[src/rtl/dsp_mult_stream_adapter.sv]
// Valid/ready wrapper around a fixed-latency DSP multiplier: registers operands onto the
// DSP inputs, captures z after DSP_LATENCY edges into a FWFT FIFO guarded by a credit count.
module dsp_mult_stream_adapter #(
    parameter int A_WIDTH     = 20,
    parameter int B_WIDTH     = 18,
    parameter int Z_WIDTH     = 38,
    parameter int DSP_LATENCY = 0,
    parameter int FIFO_DEPTH  = 4
) (
    input  logic                             clock_i,
    input  logic                             reset_n_i,
    input  logic                             s_valid_i,
    output logic                             s_ready_o,
    input  logic [A_WIDTH-1:0]               s_a_i,
    input  logic [B_WIDTH-1:0]               s_b_i,
    input  logic                             s_unsigned_a_i,
    input  logic                             s_unsigned_b_i,
    output logic [A_WIDTH-1:0]               dsp_a_o,
    output logic [B_WIDTH-1:0]               dsp_b_o,
    output logic                             dsp_unsigned_a_o,
    output logic                             dsp_unsigned_b_o,
    input  logic [Z_WIDTH-1:0]               dsp_z_i,
    output logic                             m_valid_o,
    input  logic                             m_ready_i,
    output logic [Z_WIDTH-1:0]               m_z_o,
    output logic [$clog2(FIFO_DEPTH+1)-1:0]  inflight_o
);

    localparam int CW = $clog2(FIFO_DEPTH + 1);
    localparam int PW = $clog2(FIFO_DEPTH);
    localparam int VW = DSP_LATENCY + 1;
    localparam logic [CW-1:0] DEPTH_C = CW'(FIFO_DEPTH);

    logic [A_WIDTH-1:0] dsp_a_q, dsp_a_d;
    logic [B_WIDTH-1:0] dsp_b_q, dsp_b_d;
    logic               dsp_ua_q, dsp_ua_d;
    logic               dsp_ub_q, dsp_ub_d;
    logic [VW-1:0]      vld_q, vld_d;
    logic [CW-1:0]      inflight_q, inflight_d;
    logic [CW-1:0]      count_q, count_d;
    logic [PW-1:0]      wr_ptr_q, wr_ptr_d;
    logic [PW-1:0]      rd_ptr_q, rd_ptr_d;
    logic [Z_WIDTH-1:0] mem_q [FIFO_DEPTH];

    logic accept, push, pop;

    // Credits cover pipeline plus FIFO, so a capture always finds a free slot.
    assign s_ready_o = reset_n_i & (inflight_q < DEPTH_C);
    assign accept    = s_valid_i & s_ready_o;
    assign push      = vld_q[DSP_LATENCY];
    assign pop       = m_valid_o & m_ready_i;

    assign dsp_a_o          = dsp_a_q;
    assign dsp_b_o          = dsp_b_q;
    assign dsp_unsigned_a_o = dsp_ua_q;
    assign dsp_unsigned_b_o = dsp_ub_q;
    assign m_valid_o        = (count_q != '0);
    assign m_z_o            = mem_q[rd_ptr_q];
    assign inflight_o       = inflight_q;

    always_comb begin
        dsp_a_d  = dsp_a_q;
        dsp_b_d  = dsp_b_q;
        dsp_ua_d = dsp_ua_q;
        dsp_ub_d = dsp_ub_q;
        if (accept) begin
            dsp_a_d  = s_a_i;
            dsp_b_d  = s_b_i;
            dsp_ua_d = s_unsigned_a_i;
            dsp_ub_d = s_unsigned_b_i;
        end

        vld_d = (vld_q << 1) | VW'(accept);

        case ({accept, pop})
            2'b10:   inflight_d = inflight_q + CW'(1);
            2'b01:   inflight_d = inflight_q - CW'(1);
            default: inflight_d = inflight_q;
        endcase

        case ({push, pop})
            2'b10:   count_d = count_q + CW'(1);
            2'b01:   count_d = count_q - CW'(1);
            default: count_d = count_q;
        endcase

        wr_ptr_d = wr_ptr_q + PW'(push);
        rd_ptr_d = rd_ptr_q + PW'(pop);
    end

    always_ff @(posedge clock_i) begin
        if (!reset_n_i) begin
            dsp_a_q    <= '0;
            dsp_b_q    <= '0;
            dsp_ua_q   <= 1'b0;
            dsp_ub_q   <= 1'b0;
            vld_q      <= '0;
            inflight_q <= '0;
            count_q    <= '0;
            wr_ptr_q   <= '0;
            rd_ptr_q   <= '0;
            for (int i = 0; i < FIFO_DEPTH; i++) begin
                mem_q[i] <= '0;
            end
        end else begin
            dsp_a_q    <= dsp_a_d;
            dsp_b_q    <= dsp_b_d;
            dsp_ua_q   <= dsp_ua_d;
            dsp_ub_q   <= dsp_ub_d;
            vld_q      <= vld_d;
            inflight_q <= inflight_d;
            count_q    <= count_d;
            wr_ptr_q   <= wr_ptr_d;
            rd_ptr_q   <= rd_ptr_d;
            if (push) begin
                mem_q[wr_ptr_q] <= dsp_z_i;
            end
        end
    end

endmodule

[config.mk]
export PLATFORM = sky130hd
export DESIGN_NAME = dsp_mult_stream_adapter
export DESIGN_NICKNAME = d
export VERILOG_FILES = /design/src/rtl/dsp_mult_stream_adapter.sv
export SDC_FILE = /design/constraint.sdc
export NUM_CORES = 1
export LEC_CHECK = 0
export CORE_MARGIN = 2
export CORE_UTILIZATION = 45
export CTS_CLUSTER_DIAMETER = 100
export DETAILED_ROUTE_END_ITERATION = 7
export PLACE_DENSITY = 0.77
export RECOVER_POWER = 25
export SLEW_MARGIN = 25
export SYNTH_ARGS = -nofsm -noshare
export SYNTH_HDL_FRONTEND = slang
export SYNTH_SLANG_ARGS = --single-unit
[constraint.sdc]
create_clock -name clock_i -period 6.9 [get_ports clock_i]
set_input_delay 1.38 -clock clock_i [delete_from_list [all_inputs] [get_ports clock_i]]
set_output_delay 1.38 -clock clock_i [all_outputs]
set_load 0.01 [all_outputs]
==> run summary <==
The run finished, with violations left. The checks that failed: capacitance limit, slew limit. Of the total power, the share spent switching nets is 0.260.

Setup repair after global routing left no endpoint under its margin. The final estimated routing congestion in global placement came out at 0.793. The placed wire-length estimate after detailed placement is 11.1 mm. The y dimension of the die is 142 um. The core footprint is 18600 um2. For this block, the via count after detailed routing is 5378. The startpoint of the most critical setup path is reset_n_i.

The share of flip-flops with an asynchronous set or reset after synthesis is 0. The number of cells on the worst reg-to-reg path is 3. The normalized max-slew margin is -0.243. The synthesis-stage register bit count came out at 203. The max capacitance violation total came out at 1. For this design the total switching power over the nets is 0.900 mW.

The summed instance area of the synthesized netlist came out at 8540 um2. The synthesized area per cell is 13.9 um2. The setup TNS after final layout is 0 ns. The distinct cell type count of the synthesized netlist came out at 38.

The worst hold path cell count came out at 2. The number of gates given a new drive strength after cts came out at 0. Before antenna repair, the detailed router went through 4 iterations.

The portion of total power attributed to sequential cells came out at 0.454. The share of the synthesized area in the top cell type is 0.535. The detail route stage leaves a number of antenna-violating nets equal to 0. The final wirelength is 19.3 mm. The count of pins over their slew limit is 39. In the routed design, unresolved DRC markers number 0. The Yosys step of the flow raised 0 warnings.

The sink count of the clock tree is 203. The design draws 3.46 mW. The start-to-end type of the worst setup path is in -> out. The width of the chip came out at 142 um. TritonCTS created 22 clock buffers. The delay of the slowest cell on the worst path is 0.76 ns.

The slowest stage of the critical path belongs to the cell buf_4. The clock insertion delay at the later pin of the skew report came out at 0.49 ns. The total global routing overflow came out at 0.

The largest total area in the synthesized netlist belongs to edfxtp_1. The final number of hold-violating endpoints is 0. The standby leakage power is 4.35 nW.

The number of inserted diodes came out at 0. edfxtp_1 is the most common cell in the netlist. Across the routed clock network, the largest skew measured is 0.0106 ns. The slew at the pin with the worst max-slew slack came out at 1.86 ns. The total I/O pin count came out at 165. The clock tree from TritonCTS is built. In this run the critical register-to-register path is captured at mem_q[3][16]. The number of global-route vias before repair is 5779. The filler cells instantiated in the layout total 1473.

The post-CTS repair timing setup buffer count is 0. Of the total power, combinational logic draws 0.222. The first-pass GRT wire length is 30.1 mm. The net count reported at finish came out at 849.

The shortest clock period the worst path allows after layout is 4.68 ns. Cell internal power was estimated by the tool at 2.56 mW. The most used flip-flop cell after synthesis is edfxtp_1.

The worst setup path is captured at a primary output. Clock-pin slew was measured on the worst setup and hold paths at 0.06 ns. The share of the Yosys chip area taken by registers is 0.654.

The synthesized instance count is 614. The root buffer cell chosen for the clock tree is clkbuf_16. The count of input and output buffers came out at 164. The number of flops mapped to enable cells by yosys came out at 152.

After detailed routing, the average wire length per cell comes to 19.1 um. The minimum hold slack came out at 0.449 ns. The total nets after synthesis came out at 700. The power per unit of standard cell area is 313 nW/um2. The worst register-to-register path begins at push. The share of final-layout standard cells stronger than drive strength 1 came out at 0.110. In this run the deepest clock path goes through 3 buffers. In this run the worst path has a maximum fanout of 89. The minimum setup slack among reg-to-reg paths is 4.30 ns. The worst endpoint data arrival time is 3.30 ns. The number of core rows came out at 50. CTS built an H-tree with a depth of 1. The largest voltage drop on the vdd net is 0.180 mV.

The worst setup path is launched from an input pin. The min-delay analysis places its worst path in the category reg -> reg. Ranked by instance count, the synthesized netlist is headed by edfxtp_1, and2_1, nand2_1, dfxtp_1, nand3_1. The least setup slack across all paths after layout came out at 2.22 ns. The total die area came out at 20100 um2. At the placement stage, the worst setup path has a slack of 2.42 ns. The count of routing violations after the opening detailed-route iteration is 275. The critical path ends at s_ready_o.

The initial antenna violation count is 0. The mean number of vias per cell is 5.31. The highest clock rate came out at 0.214 GHz. At the worst endpoint, the required time is 5.52 ns.

The cts-stage hold buffer count came out at 0. The initial standard-cell utilization of the core is 0.458. The pin count of the biggest net entering global routing came out at 90. The area overhead of the layout relative to synthesis is 29.3%. The share of total power dissipated in the clock network is 0.324. Walking the worst path, the cells encountered are buf_4, inv_1, nor2_1, clkdlybuf4s50_1. The global router's overall resource usage came out at 0.191. The final worst-path cycle share came out at 0.678. Setup violations remaining at the end of the flow were counted as 0. Sorting the synthesized cells by area gives the leading types as edfxtp_1, dfxtp_1, mux4_2.
==> cells by family after synthesis <==
family	share of synthesized area
buf+inv	0.0284
simple gates	0.195
compound gates	0.00586
xor+xnor	0.00777
mux	0.101
flops	0.654
fa+ha+maj	0.00762
==> power by group through the flow <==
stage | clock network, mW | logic (mW) | registers [mW]
finish | 1.12 | 0.767 | 1.57
global route | 1.19 | 0.822 | 1.59
CTS | 1.14 | 0.792 | 1.58
detailed placement | 0 | 0.788 | 1.60
global placement | 0 | 0.768 | 1.59
floorplan | 0 | 0.458 | 1.53
==> routing by layer <==
metal | vias to the layer above | global-route usage | wire length [um]
met5 | - | 0 | 0
met4 | 0 | 0.0426 | 236
met3 | 25 | 0.0459 | 1300
met2 | 174 | 0.347 | 9850
met1 | 2678 | 0.230 | 7910
li1 | 2501 | - | -
==> cell usage in the layout (no fill, tap or decap), types with 3 or more instances in the layout <==
master           instances
clkdlybuf4s50_1        125
nor2_1                   9
inv_1                    7
mux4_2                  38
dfxtp_1                 49
clkbuf_16               24
clkbuf_8                 3
clkbuf_1                 9
and2_1                 115
buf_4                    5
nand3_1                 42
edfxtp_1               152
and3_1                  38
xor2_1                   3
dlygate4sd3_1           38
nand2_1                 82
nand2b_4                 3
==> metrics by stage <==
| step | std cells | utilization | cell area [um2] |
|---|---|---|---|
| floorplan | 614 | - | 8540 |
| global placement | 973 | 0.554 | 10300 |
| detailed placement | 973 | 0.555 | 10300 |
| CTS | 1013 | 0.592 | 11000 |
| global route | 1013 | 0.592 | 11000 |
| finish | 1013 | 0.592 | 11000 |
==> worst min-delay path by stage <==
stage / from / to / slack [ns]
after global routing: dsp_a_o[12] / dsp_a_o[12] / 0.47
after CTS: dsp_a_o[3] / dsp_a_o[3] / 0.46
after floorplan: dsp_a_o[0] / dsp_a_o[0] / 0.48
after detailed placement: dsp_b_o[14] / dsp_b_o[14] / 0.45
final: dsp_a_o[2] / dsp_a_o[2] / 0.45
after global placement: dsp_a_o[4] / dsp_a_o[4] / 0.44
==> flip-flops by register name, indices dropped and copies added, names as in the netlist, 2 cells and up <==
register	flops
wr_ptr_q	2
mem_q	152
count_q	3
dsp_a_o	20
inflight_o	3
rd_ptr_q	2
dsp_b_o	18
==> worst max-delay path: cells and delay by family <==
kind | cells | cell delay, ns
and+or+nand+nor | 1 | 0.19
buffers and inverters | 3 | 1.71
==> cell type report <==
| type | count | area [um2] | area share |
|---|---|---|---|
| clock buffer | 37 | 681 | 0.0617 |
| multi-input combinational | 359 | 2750 | 0.249 |
| clock inverter | 3 | 16.3 | 0.00147 |
| inverter | 9 | 33.8 | 0.00306 |
| sequential | 203 | 5590 | 0.507 |
| timing repair buffer | 168 | 1670 | 0.151 |
| tap | 234 | 293 | 0.0265 |
(Power assumes the default switching activity.)
